--- config.mk ---
export PLATFORM = sky130hd
export DESIGN_NAME = sram_stream_reader
export DESIGN_NICKNAME = d
export VERILOG_FILES = /design/src/rtl/sram_stream_reader.sv
export SDC_FILE = /design/constraint.sdc
export NUM_CORES = 1
export LEC_CHECK = 0
export BUFFER_PORTS_ARGS = -buffer_cell sky130_fd_sc_hd__buf_2
export CAP_MARGIN = 20
export CORE_ASPECT_RATIO = 1.25
export CORE_MARGIN = 8
export CORE_UTILIZATION = 50
export DETAILED_ROUTE_END_ITERATION = 12
export GPL_ROUTABILITY_DRIVEN = 0
export PLACE_DENSITY = 0.72
export SLEW_MARGIN = 20
export SYNTH_ARGS = -nofsm -noshare
export SYNTH_HDL_FRONTEND = slang
export SYNTH_SLANG_ARGS = --single-unit
--- constraint.sdc ---
create_clock -name clock -period 2.75 [get_ports clock]
set_input_delay 0.1375 -clock clock [delete_from_list [all_inputs] [get_ports clock]]
set_output_delay 0.1375 -clock clock [all_outputs]
set_load 0.02 [all_outputs]
--- src/rtl/sram_stream_reader.sv ---
// Streams word_count consecutive SRAM words from base_addr onto a valid/ready port,
// holding off any read that would collide with the current or previous SRAM write.
module sram_stream_reader #(
   parameter int ADDR_WIDTH  = 32,
   parameter int DATA_WIDTH  = 16,
   parameter int COUNT_WIDTH = 16,
   parameter int FIFO_DEPTH  = 4
) (
   input  logic                   clock,
   input  logic                   reset,
   input  logic                   start,
   input  logic [ADDR_WIDTH-1:0]  base_addr,
   input  logic [COUNT_WIDTH-1:0] word_count,
   output logic                   busy,
   output logic                   done,
   output logic [ADDR_WIDTH-1:0]  sram_read_address,
   input  logic [DATA_WIDTH-1:0]  sram_read_data,
   input  logic [ADDR_WIDTH-1:0]  snoop_write_address,
   input  logic                   snoop_write_enable,
   output logic [DATA_WIDTH-1:0]  out_data,
   output logic                   out_valid,
   input  logic                   out_ready,
   output logic                   out_last
);

   // state    | meaning
   // S_IDLE   | waiting for start
   // S_RUN    | issuing reads while credit allows and no write collides
   // S_DRAIN  | all reads issued, waiting for the last word to be popped
   // S_FINISH | zero-length transfer, pulse done next cycle
   typedef enum logic [1:0] {S_IDLE, S_RUN, S_DRAIN, S_FINISH} state_t;

   localparam int PW = $clog2(FIFO_DEPTH);
   localparam logic [PW:0] DEPTH_C = (PW+1)'(FIFO_DEPTH);

   state_t                 state_q, state_d;
   logic [ADDR_WIDTH-1:0]  addr_q, addr_d;
   logic [COUNT_WIDTH-1:0] issue_left_q, issue_left_d;
   logic [COUNT_WIDTH-1:0] pop_left_q, pop_left_d;
   logic                   done_q, done_d;
   logic                   pending_q;
   logic [ADDR_WIDTH-1:0]  wr_addr_q;
   logic                   wr_en_q;
   logic [DATA_WIDTH-1:0]  fifo_q [FIFO_DEPTH];
   logic [PW-1:0]          rd_ptr_q, wr_ptr_q;
   logic [PW:0]            fifo_count_q;
   logic                   hazard, credit, issue, push, pop;

   assign hazard = (wr_en_q && (wr_addr_q == addr_q)) ||
                   (snoop_write_enable && (snoop_write_address == addr_q));
   assign credit = (fifo_count_q + (PW+1)'(pending_q)) < DEPTH_C;
   assign issue  = (state_q == S_RUN) && (issue_left_q != '0) && credit && !hazard;
   assign push   = pending_q;
   assign pop    = out_valid && out_ready;

   assign out_valid         = (fifo_count_q != '0);
   assign out_data          = fifo_q[rd_ptr_q];
   assign out_last          = out_valid && (pop_left_q == COUNT_WIDTH'(1));
   assign busy              = (state_q != S_IDLE);
   assign done              = done_q;
   assign sram_read_address = addr_q;

   always_comb begin
      state_d      = state_q;
      addr_d       = addr_q;
      issue_left_d = issue_left_q;
      pop_left_d   = pop_left_q;
      done_d       = 1'b0;
      if (pop) begin
         pop_left_d = pop_left_q - COUNT_WIDTH'(1);
      end
      unique case (state_q)
         S_IDLE: begin
            if (start) begin
               addr_d       = base_addr;
               issue_left_d = word_count;
               pop_left_d   = word_count;
               state_d      = (word_count != '0) ? S_RUN : S_FINISH;
            end
         end
         S_RUN: begin
            if (issue) begin
               addr_d       = addr_q + ADDR_WIDTH'(1);
               issue_left_d = issue_left_q - COUNT_WIDTH'(1);
               if (issue_left_q == COUNT_WIDTH'(1)) begin
                  state_d = S_DRAIN;
               end
            end
         end
         S_DRAIN: begin
            // Leaving on the final pop makes done and busy-low coincide next cycle.
            if (pop && (pop_left_q == COUNT_WIDTH'(1))) begin
               state_d = S_IDLE;
               done_d  = 1'b1;
            end
         end
         S_FINISH: begin
            state_d = S_IDLE;
            done_d  = 1'b1;
         end
         default: state_d = S_IDLE;
      endcase
   end

   always_ff @(posedge clock) begin
      if (!reset) begin
         state_q      <= S_IDLE;
         addr_q       <= '0;
         issue_left_q <= '0;
         pop_left_q   <= '0;
         done_q       <= 1'b0;
         pending_q    <= 1'b0;
         wr_addr_q    <= '0;
         wr_en_q      <= 1'b0;
         rd_ptr_q     <= '0;
         wr_ptr_q     <= '0;
         fifo_count_q <= '0;
      end else begin
         state_q      <= state_d;
         addr_q       <= addr_d;
         issue_left_q <= issue_left_d;
         pop_left_q   <= pop_left_d;
         done_q       <= done_d;
         pending_q    <= issue;
         wr_addr_q    <= snoop_write_address;
         wr_en_q      <= snoop_write_enable;
         if (push) begin
            wr_ptr_q <= wr_ptr_q + PW'(1);
         end
         if (pop) begin
            rd_ptr_q <= rd_ptr_q + PW'(1);
         end
         unique case ({push, pop})
            2'b10:   fifo_count_q <= fifo_count_q + (PW+1)'(1);
            2'b01:   fifo_count_q <= fifo_count_q - (PW+1)'(1);
            default: fifo_count_q <= fifo_count_q;
         endcase
      end
   end

   always_ff @(posedge clock) begin
      if (reset && push) begin
         fifo_q[wr_ptr_q] <= sram_read_data;
      end
   end

endmodule

==> run_results.csv <==
group,metric,value,unit
timing,final_max_slew_viol_count,0,
timing,fin_crit_sh,93.2,%
yosys,ys_seq_area_share,46.0,%
job,cap_violations,0,
placed_design,placedCellCount,1286,
yosys,ys_top_cells_by_area,"dfxtp_1 (25%), edfxtp_1 (21%), xnor2_1 (4.4%)",
yosys,synth.most_common_cell,"dfxtp_1",
yosys,avgSynthCellArea,9.64,µm²
global_routing,grt_max_degree,87,
floorplanning,design.core.area,17500,µm²
clocking,cts_tree,"done",
setup_path,start_kind,"primary input",
timing,tightest_slew,0.790,ns
pwr,p_leak,4.50,nW
routing,num_vias,8166,
timing,hold_viol_final,0,
floorplanning,rows,54,
final_layout,diodes,0,
timing,fmax,390,MHz
global_routing,grt_pass1_wl,42.9,mm
yosys,synth_area,8960,µm²
timing,relSlewSlack,47.3,%
yosys,synth_common_cells,"dfxtp_1 (110), nor2_1 (97), edfxtp_1 (64)",
clocking,clkLatencyLatePin,0.44,ns
final_layout,area_delta_synth_final,26.3,%
timing,setup_viol,0,
setup_path,reg2reg_slack,0.19,ns
final_layout,drive_gt1_share,24.9,%
floorplanning,initial_utilization,51.2,%
global_routing,grt_overflow,0,
yosys,yosysTopAreaCell,"dfxtp_1",
final_layout,fin_cells,1369,
pwr,p_per_area,665,nW/µm²
yosys,ys_ff_latch,174,
setup_path,endpoint,"sram_read_address[21]$_SDFFE_PN0P_",
floorplanning,dieArea,22500,µm²
clocking,cts-buffers-inserted,17,
status,outcome,"completed",
routing,wl_per_cell,20.2,µm
floorplanning,io_pins,153,
routing,drcViolationCount,0,
routing,vias_per_cell,5.96,
setup_path,reg2reg_depth,8,
timing,period_minus_slack,2.56,ns
setup_path,arrival,2.94,ns
setup_path,setup.worst_path.class,"primary input to register",
yosys,synthArstFlopShare,0,%
clocking,htree_num_levels,4,
setup_path,cp-end-kind,"register",
yosys,synthCells,929,
yosys,ys.flop_type,"dfxtp_1",
placed_design,dp_hpwl,19.4,mm
clocking,path_clk_slew,0.07,ns
setup_path,r2r_start,"issue_left_q[10]$_SDFFE_PN0P_",
clocking,clock_tree.buffer_depth,2,
placed_design,dp_slack,0.135,ns
setup_path,r2r-end,"issue_left_q[12]$_SDFFE_PN0P_",
yosys,synth_cell_type_count,63,
global_routing,grt_use_total,24.2,%
routing,wl,27.6,mm
clocking,post-cts-setup-buffers,0,
timing,timing.final.ws_setup,0.186,ns
setup_path,cp_max_fo,19,
yosys,synth_fp_nets,1042,
final_layout,fin_util,64.6,%
timing,tns,0,ns
yosys,synth_warnings,0,
worst_hold_path,hold_path_class,"primary input to register",
floorplanning,die-height,166,µm
setup_path,cp-startpoint,"snoop_write_address[27]",
clocking,clockRootBuffer,"clkbuf_16",
routing,ant_nets,0,
global_routing,antenna_found_initial,0,
routing,drt_iter0_drc,715,
pwr,peakVddDrop,0.458,mV
global_routing,grt_pass1_vias,7949,
placed_design,io_buffers,152,
timing,rsz0062_at_grt,"false",
final_layout,fin_nets,1245,
yosys,yosysTopAreaCellShare,24.6,%
routing,first_pass_iters,5,
timing,fin_worst_skew,0.0107,ns
setup_path,cp.required,3.13,ns
floorplanning,die_x,136,µm
final_layout,fillers,1435,
worst_hold_path,min_delay_path_depth,3,
clocking,cts.sinks,174,
yosys,synth_edf_count,64,
sequential cells by signal (all words and copies together), names as in the netlist, named ones only:
| name | count |
|---|---|
| fifo_count_q | 3 |
| pop_left_q | 16 |
| rd_ptr_q | 2 |
| sram_read_address | 32 |
| state_q | 2 |
| issue_left_q | 16 |
| fifo_q | 64 |
| wr_addr_q | 32 |
| wr_ptr_q | 2 |
| done | 1 |
| wr_en_q | 1 |
| pending_q | 1 |
layer usage:
| layer | routed length (µm) | track usage, % | vias to the layer above |
|---|---|---|---|
| met2 | 13400 | 38.9 | 357 |
| met4 | 1010 | 10.7 | 0 |
| met5 | 0 | 0 | - |
| met1 | 11100 | 30.1 | 3922 |
| li1 | - | - | 3821 |
| met3 | 2140 | 5.84 | 66 |
worst min-delay path by stage:
stage	from	endpoint	slack [ns]
finish	word_count[4]	pop_left_q[4]$_SDFF_PN0_	0.02
global route	word_count[15]	pop_left_q[15]$_SDFF_PN0_	0.004
CTS	word_count[8]	pop_left_q[8]$_SDFF_PN0_	0.006
detailed placement	sram_read_data[9]	fifo_q[0][9]$_DFFE_PP_	0.35
global placement	sram_read_data[7]	fifo_q[2][7]$_DFFE_PP_	0.35
floorplan	sram_read_data[0]	fifo_q[0][0]$_DFFE_PP_	0.24
repair_timing:
item / 4_1_cts / 5_1_grt
endpoints found under the hold margin: 99 / 0
hold buffers: 51 / 0
gates resized for setup: 0 / 2
endpoints found under the setup margin: 0 / 24
cells by family after synthesis:
logic type	after synthesis	share of synthesized area (%)
fa+ha+maj	12	1.76
buf+inv	97	4.53
mux	20	4.50
xor+xnor	81	7.92
compound gates	201	15.7
flops	174	46.0
simple gates	344	19.6
layout by cell type (no fill, tap or decap), types with 29 or more instances in the layout:
cell / count
xnor2_1: 45
buf_4: 55
a21oi_1: 63
xor2_1: 36
and2_1: 36
nand2_1: 54
edfxtp_1: 64
nand4_1: 29
dlygate4sd3_1: 51
dfxtp_1: 110
nor2_1: 97
buf_2: 152
worst max-delay path, cell delays in order:
cell,delay [ns]
dlygate4sd3_1,0.52
buf_2,0.13
and2b_1,0.18
a221o_1,0.26
or4_1,0.52
or3_4,0.39
and2_4,0.26
a21oi_4,0.16
buf_12,0.18
o221a_2,0.21
through the flow:
stage / area, µm² / total power [W] / hold slack (ns)
finish: 11300 / 0.00752 / 0.0175
global route: 11300 / 0.00783 / 0.00361
CTS: 11300 / 0.00751 / 0.00563
detailed placement: 10200 / 0.00505 / 0.354
global placement: 10200 / 0.00502 / 0.353
floorplan: 8960 / 0.00434 / 0.236
cell type report:
| type | instances | area, µm² | area share (%) |
|---|---|---|---|
| Timing Repair Buffer | 263 | 1780 | 15.8 |
| Tap cell | 224 | 280 | 2.48 |
| Clock buffer | 17 | 425 | 3.76 |
| Multi-Input combinational cell | 658 | 4460 | 39.4 |
| Sequential cell | 174 | 4120 | 36.5 |
| Clock inverter | 15 | 175 | 1.55 |
| Inverter | 18 | 67.6 | 0.597 |
power by group:
| group | internal, W | switching, W |
|---|---|---|
| clock network | 0.00124 | 0.00120 |
| registers | 0.00285 | 0.000179 |
| logic | 0.000877 | 0.00118 |
Power figures use the tool's default switching activity.
